**config.mk**
```make
export PLATFORM = sky130hd
export DESIGN_NAME = alt_ddrx_reset_sequencer
export DESIGN_NICKNAME = d
export VERILOG_FILES = /design/src/rtl/alt_ddrx_reset_sequencer_pkg.sv /design/src/rtl/alt_ddrx_lock_sync.sv /design/src/rtl/alt_ddrx_reset_sequencer.sv
export SDC_FILE = /design/constraint.sdc
export NUM_CORES = 1
export LEC_CHECK = 0
export BUFFER_PORTS_ARGS = -buffer_cell sky130_fd_sc_hd__buf_2
export CAP_MARGIN = 5
export CORE_UTILIZATION = 50
export CTS_CLUSTER_SIZE = 14
export DETAILED_ROUTE_END_ITERATION = 10
export GPL_TIMING_DRIVEN = 0
export PLACE_DENSITY_LB_ADDON = 0.05
export SKIP_CTS_REPAIR_TIMING = 1
export SLEW_MARGIN = 20
export SYNTH_ARGS = -nofsm -noshare
export SYNTH_HDL_FRONTEND = slang
export SYNTH_SLANG_ARGS = --single-unit
```
**constraint.sdc**
```tcl
create_clock -name clk -period 1.87 [get_ports clk]
set_input_delay 0.374 -clock clk [delete_from_list [all_inputs] [get_ports clk]]
set_output_delay 0.374 -clock clk [all_outputs]
set_load 0.01 [all_outputs]
```
**src/rtl/alt_ddrx_reset_sequencer_pkg.sv**
```systemverilog
// Shared definitions for the DDRx controller reset sequencer: state encoding
// and the default counter width.
package alt_ddrx_reset_sequencer_pkg;

  localparam int CNT_WIDTH_DEFAULT = 8;

  typedef enum logic [2:0] {
    ST_ASSERT    = 3'd0,
    ST_WAIT_LOCK = 3'd1,
    ST_REL_HALF  = 3'd2,
    ST_RUN       = 3'd3,
    ST_SOFT      = 3'd4
  } rst_state_e;

endpackage

```
**src/rtl/alt_ddrx_lock_sync.sv**
```systemverilog
// Multi-flop level synchronizer for the asynchronous PLL lock indication,
// cleared asynchronously so lock is never reported during reset.
module alt_ddrx_lock_sync #(
  parameter int STAGES = 2
) (
  input  logic clk,
  input  logic reset_n,
  input  logic d_i,
  output logic q_o
);

  (* altera_attribute = "-name SYNCHRONIZER_IDENTIFICATION FORCED_IF_ASYNCHRONOUS" *)
  logic [STAGES-1:0] sync_q;

  always_ff @(posedge clk or negedge reset_n) begin
    if (!reset_n) begin
      sync_q <= '0;
    end else begin
      sync_q <= {sync_q[STAGES-2:0], d_i};
    end
  end

  assign q_o = sync_q[STAGES-1];

endmodule

```
**src/rtl/alt_ddrx_reset_sequencer.sv**
```systemverilog
// Sequences the controller's half-rate and full-rate raw resets from PLL lock
// and a soft-reset req/ack handshake; every output is a flop.
import alt_ddrx_reset_sequencer_pkg::*;

module alt_ddrx_reset_sequencer #(
  parameter int LOCK_SYNC_STAGES   = 2,
  parameter int MIN_ASSERT_CYCLES  = 8,
  parameter int LOCK_STABLE_CYCLES = 16,
  parameter int RELEASE_GAP_CYCLES = 4,
  parameter int CNT_WIDTH          = CNT_WIDTH_DEFAULT
) (
  input  logic       clk,
  input  logic       reset_n,
  input  logic       pll_locked,
  input  logic       soft_reset_req,
  output logic       soft_reset_ack,
  output logic       ctl_half_clk_reset_n,
  output logic       ctl_reset_n,
  output logic       reset_done,
  output logic [2:0] state_dbg
);

  localparam logic [CNT_WIDTH-1:0] ASSERT_LAST = CNT_WIDTH'(MIN_ASSERT_CYCLES - 1);
  localparam logic [CNT_WIDTH-1:0] STABLE_LAST = CNT_WIDTH'(LOCK_STABLE_CYCLES - 1);
  localparam logic [CNT_WIDTH-1:0] GAP_LAST    = CNT_WIDTH'(RELEASE_GAP_CYCLES - 1);

  rst_state_e           state_q, state_d;
  logic [CNT_WIDTH-1:0] cnt_q, cnt_d;
  logic                 ack_q, ack_d;
  logic                 half_q, half_d;
  logic                 full_q, full_d;
  logic                 done_q, done_d;
  logic                 lock_s;

  alt_ddrx_lock_sync #(
    .STAGES (LOCK_SYNC_STAGES)
  ) u_lock_sync (
    .clk     (clk),
    .reset_n (reset_n),
    .d_i     (pll_locked),
    .q_o     (lock_s)
  );

  function automatic logic [CNT_WIDTH-1:0] sat_inc(input logic [CNT_WIDTH-1:0] v);
    return (v == '1) ? v : v + CNT_WIDTH'(1);
  endfunction

  always_comb begin
    state_d = state_q;
    cnt_d   = cnt_q;
    ack_d   = 1'b0;
    case (state_q)
      ST_ASSERT: begin
        if (cnt_q == ASSERT_LAST) begin
          state_d = ST_WAIT_LOCK;
          cnt_d   = '0;
        end else begin
          cnt_d = sat_inc(cnt_q);
        end
      end
      ST_WAIT_LOCK: begin
        if (!lock_s) begin
          cnt_d = '0;
        end else if (cnt_q == STABLE_LAST) begin
          state_d = ST_REL_HALF;
          cnt_d   = '0;
        end else begin
          cnt_d = sat_inc(cnt_q);
        end
      end
      ST_REL_HALF: begin
        if (!lock_s) begin
          state_d = ST_ASSERT;
          cnt_d   = '0;
        end else if (cnt_q == GAP_LAST) begin
          state_d = ST_RUN;
          cnt_d   = '0;
        end else begin
          cnt_d = sat_inc(cnt_q);
        end
      end
      ST_RUN: begin
        cnt_d = '0;
        // Lock loss takes priority; a held request is picked up on the next RUN.
        if (!lock_s) begin
          state_d = ST_ASSERT;
        end else if (soft_reset_req) begin
          state_d = ST_SOFT;
        end
      end
      ST_SOFT: begin
        if (ack_q) begin
          ack_d = 1'b1;
          if (!soft_reset_req) begin
            ack_d   = 1'b0;
            state_d = ST_WAIT_LOCK;
            cnt_d   = '0;
          end
        end else if (cnt_q == ASSERT_LAST) begin
          ack_d = 1'b1;
        end else begin
          cnt_d = sat_inc(cnt_q);
        end
      end
      default: begin
        state_d = ST_ASSERT;
        cnt_d   = '0;
      end
    endcase

    half_d = (state_d == ST_REL_HALF) || (state_d == ST_RUN);
    full_d = (state_d == ST_RUN);
    done_d = (state_d == ST_RUN);
  end

  always_ff @(posedge clk or negedge reset_n) begin
    if (!reset_n) begin
      state_q <= ST_ASSERT;
      cnt_q   <= '0;
      ack_q   <= 1'b0;
      half_q  <= 1'b0;
      full_q  <= 1'b0;
      done_q  <= 1'b0;
    end else begin
      state_q <= state_d;
      cnt_q   <= cnt_d;
      ack_q   <= ack_d;
      half_q  <= half_d;
      full_q  <= full_d;
      done_q  <= done_d;
    end
  end

  assign soft_reset_ack       = ack_q;
  assign ctl_half_clk_reset_n = half_q;
  assign ctl_reset_n          = full_q;
  assign reset_done           = done_q;
  assign state_dbg            = state_q;

endmodule

```
==> reports/metrics.cfg, run 1 <==
[global_route]
grt_pass1_vias=657
grt_max_degree=17
grt_pass1_wl_mm=2.82
gr-total-overflow=0
antenna_found_initial=0
track_usage_pct=20.1

[layout]
n_antenna_cell=0
drive_above_1_share_pct=36.8
stdcell_area_um2=1130
multi_input_area_um2=523
n_fill_cell=153
areaGrowthSynthToFinish_pct=24.0
regArea_um2=402
fin_nets=112

[timing]
post-route-period-util_pct=108
period_minus_slack_ps=2030
setup_viol=9
clock_skew_ps=0.714
tightest_slew_ps=517
timing.fmax_mhz=493
slew-limit-headroom_pct=65.6
hold_violations=0
fin_setup_tns_ps=-824
final-max-slew-violation-count=0
rsz0062_at_grt=yes
layout_setup_ws_ps=-157

[yosys]
ys_top_cells_by_area=dfrtp_1, a21oi_1, nor2_1
ys_types=37
synth_common_cells=dfrtp_1, a21oi_1, nor2_1
ys_ff_latch=16
yosys_warnings=0
syn_area_per_cell_um2=10.1
post-synth-top-count-cell=dfrtp_1
yosysSeqAreaShare_pct=43.9
synth_fp_nets=95
synth_flop_cell=dfrtp_1
netlist_area_um2=912
yosysTopAreaCellShare_pct=43.9
synth_edf_count=0
synth_cells=90
yosysTopAreaCell=dfrtp_1
ys_async_sr_fraction_pct=100

[worst_setup_path]
arrival_ps=2230
endpoint_kind=flip-flop
cpPeakStageDelay_ps=570
worst-path-stages=7
r2r_slack_ps=-160
rr_worst_depth=7
worst-setup-path-type=reg2reg
cpMaxStageDelayCell=or4_4
crit_end=cnt_q[2]
reg2reg_to=cnt_q[2]
cpLargestDelayFamily=simple AND/OR/NAND/NOR gates
path_cells=or4_4 > o41ai_4 > nand2_4 > clkinv_4 > nor3_4 > buf_12 > a311oi_2
setup.worst_path.start=cnt_q[4]
crit_fanout=7
r2r_start=cnt_q[4]
setup.worst_path.start_class=flip-flop
worst-path-buf-inv=2
critPathRequiredTime_ps=2080

[pwr]
p_per_area_nw_per_um2=565
post-layout-total-power_w=0.000639
peakVddDrop_mv=0.435
leakagePower_nw=0.488

[place]
dp_slack_ps=-232
dpl_cell_area_um2=1020
gp_congestion=0.769
io_buffers=10
hpwl_mm=1.23

[detailed_routing]
drc=0
wire_per_inst_um=13.4
drt_iter0_drc=9
routed_via_density=5.57
first_pass_iters=4
antenna_left=0
totalWireLength_mm=1.75
vias=730

[floorplanning]
die-area_um2=2000
die_h_um=44.7
fp.dieW_um=44.7
io_pins=11
initial_core_util_pct=52.8
core_region_area_um2=1730
placementRows=15

[cts]
clk_pin_slew_ps=90
cts.htree.levels=1
clock-root-buffer=clkbuf_4
cts_made_buffers=3
cts_tree=yes
cts_num_sinks=16
clockBufferDepth=2
clock_latency_ps=290

[run]
drv_cap=0

[outcome]
violations=setup timing
status=complete, but fails checks

[min_path]
hp-class=in2reg

-- metal layers --
metal	share of wire [%]	global-route usage [%]	vias up
met5	0	0	-
met4	1.3	7.27	0
met1	48	27.8	351
li1	-	-	362
met3	4.2	8.40	4
met2	46	28.2	13
-- through the flow --
stage / utilization, % / instances / hold WS [ps]
after floorplan: - / 90 / 78.4
after global placement: 59.3 / 125 / 301
after detailed placement: 59.3 / 125 / 301
after CTS: 61.4 / 129 / -26.8
after global routing: 65.5 / 131 / 148
final: 65.5 / 131 / 179
-- registers in the layout, indices dropped and copies added (netlist names) --
name	flops
cnt_q	8
state_dbg	3
u_lock_sync.sync_q	2
ctl_half_clk_reset_n	1
reset_done	1
soft_reset_ack	1
-- how the worst min path moves through the flow --
stage | from | to | slack [ps] | depth (start not counted)
floorplan | reset_n | cnt_q[0] | 80 | 0
global placement | reset_n | state_dbg[2] | 300 | 1
detailed placement | reset_n | state_dbg[0] | 300 | 1
CTS | reset_n | state_dbg[1] | -30 | 1
global route | pll_locked | u_lock_sync.sync_q[0] | 150 | 1
finish | pll_locked | u_lock_sync.sync_q[0] | 180 | 1
-- final cells by class --
cell class	count	area share [%]
Buffer	3	1.33
Tap cell	25	2.77
Sequential cell	16	35.5
Timing Repair Buffer	14	9.51
Multi-Input combinational cell	66	46.2
Inverter	3	1.44
Clock buffer	4	3.21
-- kinds of logic (layout without fill, tap and decap cells) --
logic type      Yosys count  count (layout)  synth area share (%)
compound gates           25              25                  21.8
xor+xnor                  1               1                 0.960
fa+ha+maj                 1               1                  1.37
buf+inv                   8              24                  4.39
flops                    16              16                  43.9
mux                       1               1                  1.10
simple gates             38              38                  26.5
-- where the power goes --
| part | internal [W] | switching, W | total (W) |
|---|---|---|---|
| clock | 0.000119 | 0.000109 | 0.000228 |
| sequential | 0.000353 | 0.00000933 | 0.000362 |
| combinational | 0.0000201 | 0.0000285 | 0.0000487 |
| total | 0.000492 | 0.000147 | 0.000639 |
-- cell usage in the layout (no fill, tap or decap), drive strengths merged --
master,count
a211oi,2
o31ai,1
nand3b,2
dlygate4sd3,1
and4,1
a41oi,1
xnor2,1
o41ai,2
and2,1
nand2,5
o21bai,1
a311oi,1
o311ai,1
clkinv,1
nand3,3
o21ai,3
a31oi,1
dfrtp,16
o22ai,1
and3,5
inv,2
nor2b,1
nor3b,1
clkbuf,6
nand2b,3
ha,1
mux2i,1
buf,14
or4,2
nor3,5
nor2,9
a21oi,11
Power figures use the tool's default switching activity.
==> run 2, diff against run 1 <==
--- a/config.mk
+++ b/config.mk
@@ -7,12 +7,12 @@
 export LEC_CHECK = 0
 export BUFFER_PORTS_ARGS = -buffer_cell sky130_fd_sc_hd__buf_2
 export CAP_MARGIN = 5
-export CORE_UTILIZATION = 50
+export CORE_UTILIZATION = 55
 export CTS_CLUSTER_SIZE = 14
 export DETAILED_ROUTE_END_ITERATION = 10
 export GPL_TIMING_DRIVEN = 0
 export PLACE_DENSITY_LB_ADDON = 0.05
-export SKIP_CTS_REPAIR_TIMING = 1
+export REMOVE_ABC_BUFFERS = 1
 export SLEW_MARGIN = 20
 export SYNTH_ARGS = -nofsm -noshare
 export SYNTH_HDL_FRONTEND = slang
==> constraint.sdc (replaced) <==
create_clock -name clk -period 2 [get_ports clk]
set_input_delay 0.4 -clock clk [delete_from_list [all_inputs] [get_ports clk]]
set_output_delay 0.4 -clock clk [all_outputs]
set_load 0.01 [all_outputs]
==> run 2 against run 1 <==
The run now ends clean. Total power down 8.2%. Die area shrank 8.7%. Design area shrank 7.4%. Core utilization increased by 3.2 points. Register-to-register slack better by 170 ps. Clock skew is 3.3 ps higher.
==> reports/metrics.cfg, run 2 (synthesized netlist as in run 1, its figures left out) <==
[timing]
rsz0062_at_grt=yes
setup_viol=0  ; -9
clock_skew_ps=4.02  ; +3.31 ps
hold_violations=0  ; unchanged
slew-limit-headroom_pct=75.1  ; +9.5 points
period_minus_slack_ps=1990  ; -35.7 ps
tightest_slew_ps=374  ; -143 ps
final-max-slew-violation-count=0  ; unchanged
post-route-period-util_pct=99.6  ; -8.8 points
fin_setup_tns_ps=0  ; +824 ps
timing.fmax_mhz=502  ; +1.8%

[floorplanning]
placementRows=14  ; -1
io_pins=11  ; unchanged
fp.dieW_um=42.7  ; -4.4%
die_h_um=42.7  ; -4.4%
initial_core_util_pct=59.9  ; +7.0 points
core_region_area_um2=1520  ; -12%
die-area_um2=1830  ; -8.7%

[worst_setup_path]
arrival_ps=2180  ; -50 ps
setup.worst_path.start_class=flip-flop
critPathRequiredTime_ps=2190  ; +110 ps
crit_end=cnt_q[2]
setup.worst_path.start=cnt_q[4]
endpoint_kind=flip-flop
r2r_start=cnt_q[4]
rr_worst_depth=7  ; unchanged
worst-setup-path-type=reg2reg
reg2reg_to=cnt_q[2]
crit_fanout=6  ; -1
r2r_slack_ps=9  ; +170 ps

[detailed_routing]
antenna_left=0  ; unchanged
routed_via_density=5.98  ; +7.2%
wire_per_inst_um=14.4  ; +7.9%
drc=0  ; unchanged
first_pass_iters=4  ; unchanged
vias=723  ; -0.96%
drt_iter0_drc=19  ; +10
totalWireLength_mm=1.75  ; -0.34%

[layout]
stdcell_area_um2=1050  ; -7.4%
areaGrowthSynthToFinish_pct=14.8
multi_input_area_um2=479  ; -8.4%
n_fill_cell=114  ; -25%
fin_nets=111  ; -0.89%
top_register=cnt_q
regArea_um2=400  ; -0.31%
drive_above_1_share_pct=31.4  ; -5.4 points
n_antenna_cell=0  ; unchanged
largest_reg_flops=8  ; unchanged
mostFrequentLayoutCell=dfrtp_1
layout_common_cells=dfrtp_1, a21oi_1, buf_2

[global_route]
grt_pass1_vias=632  ; -3.8%
grt_pass1_wl_mm=2.80  ; -0.74%
track_usage_pct=20.6  ; +0.56 points
gr-total-overflow=0  ; unchanged
antenna_found_initial=0  ; unchanged
grt_max_degree=17  ; unchanged

[place]
io_buffers=10  ; unchanged
dpl_cell_area_um2=958  ; -6.4%
hpwl_mm=1.19  ; -3.2%
gp_congestion=0.796  ; +3.4%

[min_path]
hp-class=in2async

[run]
drv_cap=0  ; unchanged

[pwr]
peakVddDrop_mv=0.522  ; +20%
p_per_area_nw_per_um2=560  ; -0.83%
leakagePower_nw=0.484  ; -0.86%

[cts]
clock_latency_ps=280  ; about the same
cts_tree=yes
clockBufferDepth=2  ; unchanged
cts_num_sinks=16  ; unchanged
cts_made_buffers=3  ; unchanged
clk_pin_slew_ps=90  ; about the same
cts_hold_buffers=0
cts.htree.levels=1  ; unchanged
clock-root-buffer=clkbuf_4

[outcome]
status=complete, no violations

## run 2: worst min path at each step
stage | to | slack [ps]
floorplan | cnt_q[0] | 100
global placement | state_dbg[0] | 330
detailed placement | state_dbg[0] | 330
CTS | state_dbg[2] | 20
global route | state_dbg[2] | 30
finish | state_dbg[2] | 5
## run 2: stage by stage
stage	worst slack [ps]	total power, W	hold WS [ps]	util [%]	instances
2_1_floorplan	-20.9	0.000366	104	-	85
3_3_place_gp	-192	0.000380	326	62.9	111
3_5_place_dp	-201	0.000382	332	62.9	111
4_1_cts	8.44	0.000598	16.1	68.5	121
5_1_grt	-84.5	0.000610	33.8	68.7	121
6_report	8.72	0.000587	4.54	68.7	121
## run 2: final cells by class
type | count | share of cell area [%]
Inverter | 3 | 1.55
Timing Repair Buffer | 16 | 9.08
Sequential cell | 16 | 38.2
Tap cell | 16 | 1.91
Multi-Input combinational cell | 66 | 45.8
Clock buffer | 4 | 3.46
## run 2: timing repair
action,CTS,global route
gates resized for setup,1,1
pin swaps,3,1
buffers inserted,6,0
endpoints found under the setup margin,9,8
endpoints found under the hold margin,0,0
## run 2: critical path, stage by stage (launching register included)
cell	delay, ps
dfrtp_1	410
or4_4	600
o41ai_4	310
nand2_4	110
clkinv_4	90
nor3_4	40
buf_4	160
a311oi_2	180
## run 2: power by group
group	leakage, nW	switching, W	total, W	internal [W]
registers	0.211	0.00000778	0.000338	0.000330
clock network	0.0210	0.0000978	0.000209	0.000111
logic	0.252	0.0000244	0.0000401	0.0000157
## run 2: per-layer routing
metal | vias to the layer above | global-route usage (%) | routed length, µm
li1 | 362 | - | -
met1 | 344 | 29.7 | 890
met2 | 13 | 31.5 | 769
met3 | 4 | 2.98 | 60
met4 | 0 | 7.50 | 28
met5 | - | 0 | 0
==> run 3, diff against run 2 <==
--- a/config.mk
+++ b/config.mk
@@ -13,6 +13,7 @@
 export GPL_TIMING_DRIVEN = 0
 export PLACE_DENSITY_LB_ADDON = 0.05
 export REMOVE_ABC_BUFFERS = 1
+export SETUP_SLACK_MARGIN = 0.4
 export SLEW_MARGIN = 20
 export SYNTH_ARGS = -nofsm -noshare
 export SYNTH_HDL_FRONTEND = slang
==> run 3 against run 2 <==
The flow now finishes with violations (setup timing). Hold slack worse by 2.6 ps. Die area stayed put. First-iteration DRC count is 42% lower. Non-clock buffer count is 2 higher. Via count is 5.7% higher. Final cell count is 1.7% higher. Register-to-register slack hardly changed. Fmax is 0.69% lower. Clock power hardly changed. Combinational power is 10% higher. Design area is 5.6% higher. Global-route usage is 2.0 points higher. Largest cell class unchanged.
==> reports/metrics.cfg, run 3 (synthesized netlist as in run 1, its figures left out) <==
[place]
dp_slack_ps=-201  ; unchanged
hpwl_mm=1.19  ; unchanged
io_buffers=10  ; unchanged
dpl_cell_area_um2=958  ; unchanged
gp_congestion=0.796  ; unchanged

[timing]
final-max-slew-violation-count=0  ; unchanged
period_minus_slack_ps=2010  ; +13.9 ps
hold_violations=0  ; unchanged
post-route-period-util_pct=100  ; +0.69 points
layout_setup_ws_ps=-5.17  ; -13.9 ps
tightest_slew_ps=418  ; +43.9 ps
slew-limit-headroom_pct=72.1  ; -3.0 points
timing.fmax_mhz=499  ; -0.69%
clock_skew_ps=2.92  ; -1.10 ps
setup_viol=1  ; +1
rsz0062_at_grt=yes

[layout]
largest_reg_flops=8  ; unchanged
stdcell_area_um2=1110  ; +5.6%
drive_above_1_share_pct=37.4  ; +6.0 points
layout_common_cells=dfrtp_1, buf_2, nor2_1
postLayoutCoreUtil_pct=72.6  ; +3.9 points
areaGrowthSynthToFinish_pct=21.3
n_fill_cell=106  ; -7.0%
mostFrequentLayoutCell=dfrtp_1
fin_nets=113  ; +1.8%
n_antenna_cell=0  ; unchanged
top_register=cnt_q

[floorplanning]
initial_core_util_pct=59.9  ; unchanged
die-area_um2=1830  ; unchanged
fp.dieW_um=42.7  ; unchanged
io_pins=11  ; unchanged
core_region_area_um2=1520  ; unchanged
die_h_um=42.7  ; unchanged
placementRows=14  ; unchanged

[cts]
cts_num_sinks=16  ; unchanged
cts_tree=yes
cts.htree.levels=1  ; unchanged
clock-root-buffer=clkbuf_4
clk_pin_slew_ps=90  ; about the same
cts_hold_buffers=0  ; unchanged
cts_made_buffers=3  ; unchanged
clockBufferDepth=2  ; unchanged
clock_latency_ps=280  ; about the same

[worst_setup_path]
endpoint_kind=flip-flop
crit_fanout=6  ; unchanged
arrival_ps=2200  ; +20 ps
r2r_start=cnt_q[6]
cpMaxStageDelayCell=or4_4
worst-setup-path-type=reg2reg
path_cells=or4_4 > o41ai_4 > nand2_4 > clkinv_4 > nor3_4 > buf_6 > a311oi_2
critPathRequiredTime_ps=2190  ; about the same
worst-path-buf-inv=2  ; unchanged
cpLargestDelayFamily=simple AND/OR/NAND/NOR gates
cpPeakStageDelay_ps=610  ; about the same
setup.worst_path.start=cnt_q[6]
setup.worst_path.start_class=flip-flop

[detailed_routing]
wire_per_inst_um=15.4  ; +6.4%
drt_iter0_drc=11  ; -8
totalWireLength_mm=1.89  ; +8.2%
antenna_left=0  ; unchanged
vias=764  ; +5.7%
routed_via_density=6.21  ; +4.0%
drc=0  ; unchanged
first_pass_iters=4  ; unchanged

[global_route]
gr-total-overflow=0  ; unchanged
track_usage_pct=22.6  ; +2.0 points
grt_pass1_wl_mm=3.08  ; +10%
grt_max_degree=17  ; unchanged
antenna_found_initial=0  ; unchanged
grt_pass1_vias=686  ; +8.5%

[pwr]
leakagePower_nw=0.500  ; +3.3%
p_per_area_nw_per_um2=537  ; -4.2%
peakVddDrop_mv=0.544  ; +4.2%

[run]
drv_cap=0  ; unchanged

[outcome]
status=complete, but fails checks
violations=setup timing

[min_path]
hp-class=in2async

-- run 3: cell types whose count changed in the layout (fill, tap and decap cells not counted), sizes merged --
cell  delta
buf      +2
-- run 3: what timing repair did --
item                                    in CTS  in global routing
gates resized for setup                     11                  0
pin swaps                                   11                  0
setup buffers                                8                  0
endpoints found under the setup margin      13                 13
-- run 3: layout make-up --
type / count / area (µm²) / area share (%)
Multi-Input combinational cell: 66 / 512 / 46.3
Sequential cell: 16 / 400 / 36.2
Timing Repair Buffer: 18 / 121 / 11.0
Clock buffer: 4 / 36.3 / 3.28
Tap cell: 16 / 20.0 / 1.81
Inverter: 3 / 16.3 / 1.47
-- run 3: where the power goes --
| part | total, W | switching (W) | internal, W | leakage [nW] |
|---|---|---|---|---|
| combinational | 0.0000441 | 0.0000266 | 0.0000175 | 0.268 |
| sequential | 0.000339 | 0.00000941 | 0.000330 | 0.211 |
| clock | 0.000210 | 0.0000992 | 0.000111 | 0.0210 |
-- run 3: final timing paths --
| path | endpoint | slack [ps] | cells past startpoint |
|---|---|---|---|
| worst max-delay path | cnt_q[2] | -5 | 7 |
| worst min-delay path | state_dbg[2] | 2 | 1 |
| worst max register to register | cnt_q[2] | -5 | 7 |
| worst min register to register | u_lock_sync.sync_q[1] | 360 | 0 |
| max in group asynchronous | state_dbg[1] | 1740 | 1 |
| min in group clk | u_lock_sync.sync_q[0] | 220 | 1 |
-- run 3: metrics by stage --
step | cells | total power, W | TNS (ps) | hold slack [ps]
after detailed placement | 111 | 0.000382 | -1420 | 332
final | 123 | 0.000594 | -5.17 | 1.99
after floorplan | 85 | 0.000366 | -83.0 | 104
after CTS | 123 | 0.000603 | 0 | 16.1
after global placement | 111 | 0.000380 | -1340 | 326
after global routing | 123 | 0.000616 | -333 | 32.2
-- run 3: metal layers --
layer	wire (µm)	GRT usage, %	vias up
met4	41	11.9	0
met2	854	34.2	28
met1	881	30.6	366
met3	112	4.26	6
met5	0	0	-
li1	-	-	364
